<file path="src/rtl/vga_pkg.sv">
// Shared timing constants and types for the VGA stream display.
// Defaults describe 640x480@60 on a 25.175 MHz pixel clock.
package vga_pkg;

  localparam int H_ACTIVE = 640;
  localparam int H_FP     = 16;
  localparam int H_SYNC   = 96;
  localparam int H_BP     = 48;
  localparam int V_ACTIVE = 480;
  localparam int V_FP     = 10;
  localparam int V_SYNC   = 2;
  localparam int V_BP     = 33;

  localparam int H_TOTAL = H_ACTIVE + H_FP + H_SYNC + H_BP;
  localparam int V_TOTAL = V_ACTIVE + V_FP + V_SYNC + V_BP;

  localparam int FIFO_DEPTH = 16;

  typedef enum logic [1:0] {
    SEEK,
    ARMED,
    STREAM
  } disp_state_t;

  typedef struct packed {
    logic        eop;
    logic        sop;
    logic [29:0] data;
  } st_beat_t;

endpackage

</file>
<file path="src/rtl/vga_st_fifo.sv">
// Show-ahead beat FIFO: head_o is valid whenever empty_o is low.
// Flush empties it in one cycle and overrides push/pop.
module vga_st_fifo
  import vga_pkg::*;
#(
  parameter  int DEPTH = 16,
  localparam int AW    = $clog2(DEPTH)
) (
  input  logic          clk,
  input  logic          reset,
  input  logic          flush_i,
  input  logic          push_i,
  input  st_beat_t      din_i,
  input  logic          pop_i,
  output st_beat_t      head_o,
  output logic [AW:0]   count_o,
  output logic          empty_o
);

  st_beat_t      mem_q [DEPTH];
  logic [AW-1:0] wr_q;
  logic [AW-1:0] rd_q;
  logic [AW:0]   cnt_q;
  logic          do_push;
  logic          do_pop;

  assign empty_o = (cnt_q == '0);
  assign count_o = cnt_q;
  assign head_o  = mem_q[rd_q];
  assign do_push = push_i & (cnt_q != (AW+1)'(DEPTH));
  assign do_pop  = pop_i & ~empty_o;

  always_ff @(posedge clk) begin
    if (do_push & ~flush_i) begin
      mem_q[wr_q] <= din_i;
    end
  end

  always_ff @(posedge clk) begin
    if (reset || flush_i) begin
      wr_q  <= '0;
      rd_q  <= '0;
      cnt_q <= '0;
    end else begin
      if (do_push) wr_q <= wr_q + 1'b1;
      if (do_pop)  rd_q <= rd_q + 1'b1;
      unique case ({do_push, do_pop})
        2'b10:   cnt_q <= cnt_q + 1'b1;
        2'b01:   cnt_q <= cnt_q - 1'b1;
        default: cnt_q <= cnt_q;
      endcase
    end
  end

endmodule

</file>
<file path="src/rtl/vga_stream_display.sv">
// Avalon-ST pixel sink driving VGA pins; raster free-runs and each
// frame is locked to startofpacket, any misalignment drops back to SEEK.
module vga_stream_display
  import vga_pkg::*;
#(
  parameter int H_ACTIVE   = vga_pkg::H_ACTIVE,
  parameter int H_FP       = vga_pkg::H_FP,
  parameter int H_SYNC     = vga_pkg::H_SYNC,
  parameter int H_BP       = vga_pkg::H_BP,
  parameter int V_ACTIVE   = vga_pkg::V_ACTIVE,
  parameter int V_FP       = vga_pkg::V_FP,
  parameter int V_SYNC     = vga_pkg::V_SYNC,
  parameter int V_BP       = vga_pkg::V_BP,
  parameter int FIFO_DEPTH = vga_pkg::FIFO_DEPTH
) (
  input  logic        clk,
  input  logic        reset,
  input  logic [29:0] snk_data,
  input  logic        snk_startofpacket,
  input  logic        snk_endofpacket,
  input  logic        snk_valid,
  output logic        snk_ready,
  output logic [7:0]  vga_r,
  output logic [7:0]  vga_g,
  output logic [7:0]  vga_b,
  output logic        vga_hsync_n,
  output logic        vga_vsync_n,
  output logic        vga_blank_n,
  output logic        frame_locked,
  output logic        status_underrun,
  output logic        status_sync_err
);

  localparam int H_TOTAL = H_ACTIVE + H_FP + H_SYNC + H_BP;
  localparam int V_TOTAL = V_ACTIVE + V_FP + V_SYNC + V_BP;
  localparam int HW = $clog2(H_TOTAL);
  localparam int VW = $clog2(V_TOTAL);
  localparam int AW = $clog2(FIFO_DEPTH);

  localparam logic [HW-1:0] H_LAST = HW'(H_TOTAL - 1);
  localparam logic [VW-1:0] V_LAST = VW'(V_TOTAL - 1);
  localparam logic [HW-1:0] H_ACT  = HW'(H_ACTIVE);
  localparam logic [VW-1:0] V_ACT  = VW'(V_ACTIVE);
  localparam logic [HW-1:0] HS_BEG = HW'(H_ACTIVE + H_FP);
  localparam logic [HW-1:0] HS_END = HW'(H_ACTIVE + H_FP + H_SYNC);
  localparam logic [VW-1:0] VS_BEG = VW'(V_ACTIVE + V_FP);
  localparam logic [VW-1:0] VS_END = VW'(V_ACTIVE + V_FP + V_SYNC);
  localparam logic [HW-1:0] H_LPIX = HW'(H_ACTIVE - 1);
  localparam logic [VW-1:0] V_LPIX = VW'(V_ACTIVE - 1);

  logic [HW-1:0] h_q;
  logic [VW-1:0] v_q;
  disp_state_t   state_q, state_d;

  logic          active;
  logic          first_px;
  logic          last_px;
  logic          frame_end;
  logic          take;

  logic          push;
  logic          pop;
  logic          flush;
  logic          underrun;
  logic          sync_err;
  logic [29:0]   pix;
  st_beat_t      beat_in;
  st_beat_t      head;
  logic [AW:0]   count;
  logic          empty;
  logic          pad_unused;

  logic          hs_n_q;
  logic          vs_n_q;
  logic          blank_n_q;
  logic [7:0]    r_q;
  logic [7:0]    g_q;
  logic [7:0]    b_q;
  logic          ur_q;
  logic          se_q;

  always_ff @(posedge clk) begin
    if (reset) begin
      h_q <= '0;
      v_q <= '0;
    end else if (h_q == H_LAST) begin
      h_q <= '0;
      v_q <= (v_q == V_LAST) ? '0 : v_q + 1'b1;
    end else begin
      h_q <= h_q + 1'b1;
    end
  end

  assign active    = (h_q < H_ACT) && (v_q < V_ACT);
  assign first_px  = (h_q == '0) && (v_q == '0);
  assign last_px   = (h_q == H_LPIX) && (v_q == V_LPIX);
  assign frame_end = (h_q == H_LAST) && (v_q == V_LAST);

  assign snk_ready = ~reset &
    ((state_q == SEEK) | (count < (AW+1)'(FIFO_DEPTH)));
  assign take      = snk_valid & snk_ready;
  assign beat_in   = '{eop:  snk_endofpacket,
                       sop:  snk_startofpacket,
                       data: snk_data};

  always_comb begin
    state_d  = state_q;
    push     = 1'b0;
    pop      = 1'b0;
    flush    = 1'b0;
    underrun = 1'b0;
    sync_err = 1'b0;
    pix      = '0;
    unique case (state_q)
      SEEK: begin
        if (take & snk_startofpacket) begin
          push    = 1'b1;
          state_d = ARMED;
        end
      end
      ARMED: begin
        push = take;
        if (frame_end) state_d = STREAM;
      end
      STREAM: begin
        push = take;
        if (active) begin
          if (empty) begin
            underrun = 1'b1;
          end else begin
            pop      = 1'b1;
            sync_err = (head.sop != first_px) |
                       (head.eop != last_px);
            if (!sync_err) pix = head.data;
          end
        end
        // A misaligned or missing beat discards the in-flight frame
        if (underrun | sync_err) begin
          flush   = 1'b1;
          push    = 1'b0;
          state_d = SEEK;
        end
      end
      default: state_d = SEEK;
    endcase
  end

  always_ff @(posedge clk) begin
    if (reset) state_q <= SEEK;
    else       state_q <= state_d;
  end

  vga_st_fifo #(
    .DEPTH (FIFO_DEPTH)
  ) u_fifo (
    .clk     (clk),
    .reset   (reset),
    .flush_i (flush),
    .push_i  (push),
    .din_i   (beat_in),
    .pop_i   (pop),
    .head_o  (head),
    .count_o (count),
    .empty_o (empty)
  );

  always_ff @(posedge clk) begin
    if (reset) begin
      hs_n_q    <= 1'b1;
      vs_n_q    <= 1'b1;
      blank_n_q <= 1'b0;
      r_q       <= '0;
      g_q       <= '0;
      b_q       <= '0;
      ur_q      <= 1'b0;
      se_q      <= 1'b0;
    end else begin
      hs_n_q    <= ~((h_q >= HS_BEG) && (h_q < HS_END));
      vs_n_q    <= ~((v_q >= VS_BEG) && (v_q < VS_END));
      blank_n_q <= active;
      r_q       <= pix[29:22];
      g_q       <= pix[19:12];
      b_q       <= pix[9:2];
      ur_q      <= underrun;
      se_q      <= sync_err;
    end
  end

  assign pad_unused = ^{pix[21:20], pix[11:10], pix[1:0]};

  assign vga_hsync_n     = hs_n_q;
  assign vga_vsync_n     = vs_n_q;
  assign vga_blank_n     = blank_n_q;
  assign vga_r           = r_q;
  assign vga_g           = g_q;
  assign vga_b           = b_q;
  assign frame_locked    = (state_q == STREAM);
  assign status_underrun = ur_q;
  assign status_sync_err = se_q;

endmodule

</file>
<file path="config.mk">
export PLATFORM = sky130hd
export DESIGN_NAME = vga_stream_display
export DESIGN_NICKNAME = d
export VERILOG_FILES = /design/src/rtl/vga_pkg.sv /design/src/rtl/vga_st_fifo.sv /design/src/rtl/vga_stream_display.sv
export SDC_FILE = /design/constraint.sdc
export NUM_CORES = 1
export LEC_CHECK = 0
export CAP_MARGIN = 20
export CORE_UTILIZATION = 35
export DETAILED_ROUTE_END_ITERATION = 10
export PLACE_DENSITY = 0.48
export RECOVER_POWER = 100
export SYNTH_ARGS = -nofsm -noshare
export SYNTH_HDL_FRONTEND = slang
export SYNTH_HIERARCHICAL = 1
export SYNTH_SLANG_ARGS = --single-unit
</file>
<file path="constraint.sdc">
create_clock -name clk -period 6.11 [get_ports clk]
set_input_delay 0.611 -clock clk [delete_from_list [all_inputs] [get_ports clk]]
set_output_delay 0.611 -clock clk [all_outputs]
set_load 0.03 [all_outputs]
</file>
==> results.yml, run 1 <==
outcome:
  status: "finished with violations"
  violations: "DRC, capacitance limit, slew limit"
synth:
  synth_area_per_cell_sq_um: 20.0
  ys_warn_count: 6
  syn-instance-count: 940
  syn_nets: 986
  syn-cell-area_sq_um: 18800
min_path:
  hold-path-cell-count: 1
  hold_path_class: "register to register"
timing:
  finClkSkew_ns: 0.0222
  setup_viol_count_final: 0
  hold_violations: 0
  fmax_mhz: 194
  timing.setup.tns_ns: 0
  slew_violations: 27
  maxSlewHeadroom_pct: -27.7
  rsz0062_at_grt: "no"
  min_period_ns: 5.15
  worst_slew_pin_slew_ns: 1.92
  post-route-period-util_pct: 84.3
clock_tree:
  tritoncts: "yes"
  cts_buffer_depth: 3
  ctsHoldBuffers: 0
  ctsResizeCount: 0
  ctsRootBufferMaster: "clkbuf_16"
  htreeDepth: 2
  post-cts-setup-buffer-count: 0
  path_clk_slew_ns: 0.06
  clk_latency_ns: 0.60
  cts_made_buffers: 52
  clock_sinks: 484
cells_and_area:
  final_cells: 1762
  layout_common_cells: "edfxtp_1 (416), mux4_2 (126), dfxtp_1 (64)"
  area_delta_synth_final_pct: 15.3
  nFillCells: 4675
  nets: 1078
  n_antenna_cell: 0
  drive_above_1_share_pct: 22.0
  final_common_cell: "edfxtp_1"
setup_path:
  crit_path_end_kind: "register"
  reg2reg_slack_ns: 0.96
  crit_required_ns: 6.31
  cp_max_fo: 22
  cp.arrival_ns: 5.35
  slowest_delay_ns: 0.92
  criticalPathCategory: "register to register"
  crit_end: "u_fifo/mem_q[7][24]"
  r2r_cells: 11
  reg2reg_to: "u_fifo/mem_q[7][24]"
  start_kind: "register"
  cpMaxStageDelayCell: "clkbuf_1"
  cp_cell_sequence: "mux4_2 > mux4_2 > a31oi_1 > o2111ai_1 > a31oi_1 > o21a_1 > inv_1 > nor2_1 > nand2_1 > nor2_4 > clkbuf_1"
floorplan:
  dieHeight_microns: 234
  row_count: 84
  start_util_pct: 35.6
  die_area_sq_um: 54700
  die_w_microns: 234
  core_area_sq_um: 52900
  io_pins: 66
global_routing:
  grt_max_degree: 54
  grt_first_pass_wirelength_mm: 61.3
  antenna_found_initial: 2
  first_global_vias: 9295
  gr-total-overflow: 0
  grt.total_usage_pct: 15.5
detailed_routing:
  drt_iter0_drc: 554
  first_pass_iters: 7
  num_vias: 8875
  wl_mm: 40.4
  drc_errors: 4
  via_per_inst: 5.04
  drtAntennaViolNets: 0
  detail_route.wl_per_cell_microns: 22.9
pwr:
  power.leakage_nw: 6.83
  powerDensity_nw_per_um2: 310
  ir_drop_v: 0.000209
place:
  port_buffers: 59
  globalplace.congestion: 0.727
  dp_cells: 1666
  hpwlAfterDp_mm: 22.5
job:
  maxCapViolations: 1
critical path, delay by kind of cell, from the launching register on:
kind            cells  cell delay (ns)
compound gates      4             0.92
buf+inv             2             1.03
flops               1             0.65
mux                 2             1.08
simple gates        3             1.06
metal layers:
| metal | part of all wire [%] | GRT usage, % |
|---|---|---|
| met1 | 45 | 20.9 |
| met2 | 50 | 25.7 |
| met3 | 3.5 | 2.50 |
| met4 | 1.9 | 4.71 |
| met5 | 0.032 | 0 |
state kept, by name (all words and copies together), names as in the netlist, named ones only:
| register | flops |
|---|---|
| u_fifo/mem_q | 416 |
| h_q | 10 |
| vga_vsync_n | 1 |
| vga_blank_n | 1 |
| vga_r | 8 |
| u_fifo/rd_q | 4 |
| vga_g | 8 |
| status_sync_err | 1 |
| status_underrun | 1 |
| v_q | 10 |
| vga_hsync_n | 1 |
| u_fifo/wr_q | 4 |
| state_q | 2 |
| u_fifo/count_o | 5 |
| vga_b | 8 |
worst min path at each step:
stage / slack, ns / to / from
after floorplan: 0.42 / vga_vsync_n / v_q[1]
after global placement: 0.47 / h_q[0] / h_q[0]
after detailed placement: 0.47 / vga_vsync_n / v_q[1]
after CTS: 0.48 / vga_vsync_n / v_q[1]
after global routing: 0.51 / h_q[0] / h_q[0]
final: 0.48 / vga_vsync_n / v_q[1]
metrics by stage:
step	hold slack (ns)	instance area, sq um	util, %	power [mW]	setup WS [ns]
after floorplan	0.421	18800	-	3.71	0.846
after global routing	0.515	21700	41.0	6.95	0.562
after global placement	0.466	20300	38.5	3.78	1.29
after detailed placement	0.467	20300	38.5	3.78	1.34
final	0.482	21700	41.0	6.72	0.958
after CTS	0.485	22000	41.6	6.84	1.34
layout make-up:
cell class | instances | area, sq um | area share (%)
flip-flops and latches | 484 | 13900 | 63.9
multi-input cells | 369 | 4440 | 20.5
clock buffers | 68 | 1360 | 6.27
well taps | 688 | 861 | 3.97
repair buffers | 89 | 764 | 3.52
clock inverters | 28 | 275 | 1.27
inverters | 36 | 135 | 0.623
power by group:
| group | switching (mW) | total [mW] | internal [mW] |
|---|---|---|---|
| combinational | 0.0681 | 0.102 | 0.0339 |
| clock | 1.28 | 3.02 | 1.75 |
| sequential | 0.00572 | 3.60 | 3.59 |
No activity file was read; power rests on OpenSTA's default activity.
==> run 2, diff against run 1 <==
clock period = 4.35 ns   (was 6.11 ns; I/O delays follow)
==> run 2 against run 1 <==
Against the previous run:
- the run ends with DRC left
- cell count up 0.79%
- critical path depth up 3
- sequential power up 40%
- count of clock-buffer cells in the layout up 1
- wire length up 2.2%
- critical path type unchanged
- first-iteration DRC count down 0.90%
- clock power up 41%
- total power up 41%
==> results.yml, run 2 (same netlist as run 1, synthesis figures left out) <==
outcome:
  status: "finished with violations"
  violations: "DRC"
timing:
  fmax_mhz: 246
  rsz0062_at_grt: "no"
  finClkSkew_ns: 0.0158
  post-route-period-util_pct: 93.3
  hold_violations: 0
  maxSlewHeadroom_pct: 34.5
  min_period_ns: 4.06
  timing.final.ws_setup_ns: 0.290
  setup_viol_count_final: 0
  slew_violations: 0
  worst_slew_pin_slew_ns: 0.983
clock_tree:
  clock_sinks: 484
  clk_latency_ns: 0.59
  cts_made_buffers: 51
  ctsHoldBuffers: 0
  tritoncts: "yes"
  cts_buffer_depth: 3
  path_clk_slew_ns: 0.06
  htreeDepth: 2
  ctsRootBufferMaster: "clkbuf_16"
cells_and_area:
  n_antenna_cell: 0
  final_util_pct: 41.5
  regMostFlops: "u_fifo/mem_q"
  nFillCells: 4724
  nets: 1091
  area_delta_synth_final_pct: 16.5
  reg.largest.list: "u_fifo/mem_q: 416 flops, h_q: 10 flops, v_q: 10 flops"
  layout_common_cells: "edfxtp_1 (416), mux4_2 (126), dfxtp_1 (64)"
  drive_above_1_share_pct: 25.2
  final_common_cell: "edfxtp_1"
  largest_reg_flops: 416
detailed_routing:
  detail_route.wl_per_cell_microns: 23.2
  drtAntennaViolNets: 0
  first_pass_iters: 9
  wl_mm: 41.3
  via_per_inst: 5.08
  drt_iter0_drc: 549
  drc_errors: 2
  num_vias: 9029
setup_path:
  r2r_cells: 14
  cp.arrival_ns: 4.57
  cp_cell_sequence: "mux4_2 > mux4_2 > or4_4 > o2111ai_4 > a31oi_2 > o21a_2 > inv_2 > ha_1 > xor2_1 > ha_1 > a211o_1 > a211oi_2 > nor3_1 > nor3_1"
  crit_required_ns: 4.86
  crit_path_end_kind: "register"
  start_kind: "register"
  cpMaxStageDelayCell: "or4_4"
  criticalPathCategory: "register to register"
  cp_max_fo: 11
  slowest_delay_ns: 0.58
place:
  pre_cts_ws_ns: 0.0881
  globalplace.congestion: 0.736
  hpwlAfterDp_mm: 22.9
  port_buffers: 59
global_routing:
  grt.total_usage_pct: 15.8
  antenna_found_initial: 1
  gr-total-overflow: 0
  grt_first_pass_wirelength_mm: 62.8
  first_global_vias: 9470
  grt_max_degree: 46
job:
  maxCapViolations: 0
min_path:
  min_from: "h_q[0]"
  hold_path_class: "register to register"
  hold-path-cell-count: 1
pwr:
  power.leakage_nw: 6.96
  powerDensity_nw_per_um2: 432
  ir_drop_v: 0.000268
floorplan:
  start_util_pct: 35.6
  die_area_sq_um: 54700
  row_count: 84
  core_area_sq_um: 52900
  dieHeight_microns: 234
  io_pins: 66
  die_w_microns: 234
run 2: cell types whose count changed in the layout (fill, tap and decap cells not counted), sizes merged:
cell           previous run  this run
buf                      10        18
inv                      37        38
clkbuf                   88        95
clkdlybuf4s50             1         2
dlygate4sd3              58        57
clkinv                   22        20
run 2: timing repair:
| item | in CTS | in global routing |
|---|---|---|
| setup buffers | 0 | 0 |
| gates resized for setup | 0 | 4 |
| endpoints found under the setup margin | 0 | 179 |
run 2: layout make-up:
cell class / instances / area [sq um] / area share [%]
Clock buffer: 69 / 1420 / 6.46
Inverter: 36 / 135 / 0.616
Timing Repair Buffer: 103 / 890 / 4.06
Multi-Input combinational cell: 369 / 4530 / 20.7
Sequential cell: 484 / 13900 / 63.2
Clock inverter: 27 / 240 / 1.10
Tap cell: 688 / 861 / 3.92
run 2: worst paths after layout:
check	end	slack, ns
hold / removal	h_q[0]	0.48
hold reg to reg	h_q[0]	0.48
setup / recovery	u_fifo/count_o[4]	0.29
setup reg to reg	u_fifo/count_o[4]	0.29
run 2: critical path: cells and delay by family, from the launching register on:
family / cells / cell delay, ns
buffers and inverters: 1 / 0.08
muxes: 2 / 1.07
xor gates and xnor gates: 1 / 0.09
DFF: 1 / 0.48
and+or+nand+nor: 3 / 0.81
adders and majority gates: 2 / 0.46
AOI/OAI and AO/OA: 5 / 0.97
run 2: routing by layer:
layer	vias to the layer above	global-route usage (%)	part of all wire, %
met5	-	0	0.027
met4	2	4.71	2.1
met3	59	2.41	3.5
met2	165	25.3	48
met1	4822	22.3	46
li1	3981	-	-
run 2: stage by stage:
stage / setup TNS [ns] / hold slack [ns] / power [mW] / instances / area, sq um
detailed placement: 0 / 0.465 / 5.31 / 1680 / 20500
CTS: 0 / 0.478 / 9.62 / 1776 / 22200
finish: 0 / 0.479 / 9.48 / 1776 / 21900
global route: 0 / 0.501 / 9.80 / 1776 / 21900
floorplan: -73.88 / 0.421 / 5.21 / 940 / 18800
global placement: 0 / 0.466 / 5.31 / 1680 / 20500
run 2: report_power, final:
group / leakage, nW / switching [mW] / total, mW / internal [mW]
logic: 1.86 / 0.0990 / 0.150 / 0.0506
registers: 4.29 / 0.00775 / 5.05 / 5.05
clock network: 0.809 / 1.75 / 4.27 / 2.52
==> run 3, diff against run 2 <==
==> constraint.sdc (replaced) <==
create_clock -name clk -period 4.35 [get_ports clk]
set_input_delay 0.87 -clock clk [delete_from_list [all_inputs] [get_ports clk]]
set_output_delay 0.87 -clock clk [all_outputs]
set_load 0.03 [all_outputs]
==> run 3 against run 2 <==
Against the previous run:
- the flow still finishes with violations (DRC)
- global-route usage up 0.12 points
- cell count up 0.39%
- critical endpoint is now u_fifo/mem_q[1][26]
- clock power up 6.8%
- register-to-register slack worse by 0.12 ns
- total power up 3.0%
==> results.yml, run 3 (same netlist as run 1, synthesis figures left out) <==
outcome:
  status: "finished with violations"
  violations: "DRC"
setup_path:
  cp_cell_sequence: "clkbuf_4 > mux4_2 > mux4_2 > a31oi_4 > o2111ai_4 > a31oi_4 > o21a_1 > inv_2 > nor2_1 > nand2_1 > nor3_4 > buf_4"
  crit_path_end_kind: "register"
  slowest_delay_ns: 0.54
  cpMaxStageDelayCell: "mux4_2"
  cp_max_fo: 15
  criticalPathCategory: "register to register"
  cp.arrival_ns: 4.43
  start_kind: "register"
  crit_required_ns: 4.60
cells_and_area:
  reg.largest.list: "u_fifo/mem_q: 416 flops, h_q: 10 flops, v_q: 10 flops"
  n_antenna_cell: 0
  layout_common_cells: "edfxtp_1 (416), mux4_2 (126), dfxtp_1 (64)"
  largest_reg_flops: 416
  regMostFlops: "u_fifo/mem_q"
  drive_above_1_share_pct: 29.3
  fin_area_sq_um: 22300
  final_common_cell: "edfxtp_1"
  area_delta_synth_final_pct: 18.5
  nets: 1097
floorplan:
  die_area_sq_um: 54700
  start_util_pct: 35.6
  row_count: 84
  core_area_sq_um: 52900
  die_w_microns: 234
  io_pins: 66
  dieHeight_microns: 234
pwr:
  ir_drop_v: 0.000273
  seq_power_share_pct: 51.8
  switching_share_pct: 20.4
  power.leakage_nw: 7.05
  p_switching_mw: 1.99
  power.share.combinational_pct: 1.6
  pwr-share-clk_pct: 46.7
  intPower_mw: 7.78
  powerDensity_nw_per_um2: 438
detailed_routing:
  detail_route.wl_per_cell_microns: 23.6
  drt_iter0_drc: 666
  drc_errors: 2
  wl_mm: 42.1
  via_per_inst: 5.09
  first_pass_iters: 8
  drtAntennaViolNets: 0
  num_vias: 9076
place:
  globalplace.congestion: 0.734
  port_buffers: 59
  placed_area_sq_um: 20500
  hpwlAfterDp_mm: 22.8
clock_tree:
  tritoncts: "yes"
  cts_made_buffers: 52
  htreeDepth: 2
  path_clk_slew_ns: 0.06
  ctsHoldBuffers: 0
  ctsRootBufferMaster: "clkbuf_16"
  clk_latency_ns: 0.60
  clock_sinks: 484
  cts_buffer_depth: 3
timing:
  finClkSkew_ns: 0.0244
  timing.setup.tns_ns: 0
  setup_viol_count_final: 0
  maxSlewHeadroom_pct: 29.1
  slew_violations: 0
  hold_violations: 0
  min_period_ns: 4.18
  worst_slew_pin_slew_ns: 1.06
  fmax_mhz: 239
  rsz0062_at_grt: "yes"
  post-route-period-util_pct: 96.1
global_routing:
  grt.total_usage_pct: 15.9
  first_global_vias: 9363
  grt_first_pass_wirelength_mm: 62.7
  gr-total-overflow: 0
  grt_max_degree: 48
  antenna_found_initial: 3
min_path:
  hold_path_class: "register to register"
job:
  maxCapViolations: 0
run 3: power by group through the flow:
stage	combinational [mW]	sequential, mW	clock [mW]
6_report	0.154	5.05	4.56
5_1_grt	0.171	5.05	4.85
4_1_cts	0.162	5.05	4.69
3_5_place_dp	0.161	5.15	0
3_3_place_gp	0.157	5.15	0
2_1_floorplan	0.0595	5.15	0
run 3: path summary, 6_finish.rpt:
| kind | from | to | slack (ns) | cells past startpoint |
|---|---|---|---|---|
| worst min register to register | h_q[0] | h_q[0] | 0.49 | 1 |
| worst min-delay path | h_q[0] | h_q[0] | 0.49 | 1 |
| worst max-delay path | register | u_fifo/mem_q[1][26] | 0.17 | 12 |
| worst max register to register | register | u_fifo/mem_q[1][26] | 0.17 | 12 |
run 3: layout make-up:
cell class | instances | area (sq um)
inverter | 36 | 135
clock inverter | 28 | 324
multi-input combinational | 369 | 4700
tap | 688 | 861
clock buffer | 70 | 1460
sequential | 484 | 13900
timing repair buffer | 108 | 963
fill | 4674 | 30600
run 3: worst max-delay path, delay by kind of cell (launching register included):
kind	cells	cell delay, ns
buf+inv	3	0.65
flops	1	0.43
mux	2	1.04
simple gates	3	0.82
compound gates	4	0.86
run 3: per-layer routing:
layer  GRT usage [%]  wire length, microns
met5               0                    25
met3            2.59                  1400
met2            25.8                 20500
met4            4.75                   921
met1            22.1                 19300
run 3: metrics by stage:
step	hold WS [ns]	worst slack, ns	std cells	utilization [%]	total power, mW
2_1_floorplan	0.421	-0.219	940	-	5.21
3_3_place_gp	0.468	0.154	1681	38.7	5.31
3_5_place_dp	0.471	0.113	1681	38.7	5.31
4_1_cts	0.488	0.0853	1779	42.1	9.90
5_1_grt	0.515	-0.0341	1783	42.2	10.1
6_report	0.487	0.169	1783	42.2	9.76
run 3: repair_timing:
| action | 4_1_cts | 5_1_grt |
|---|---|---|
| endpoints found under the setup margin | 0 | 140 |
| setup buffers | 0 | 4 |
| resized for setup | 0 | 7 |
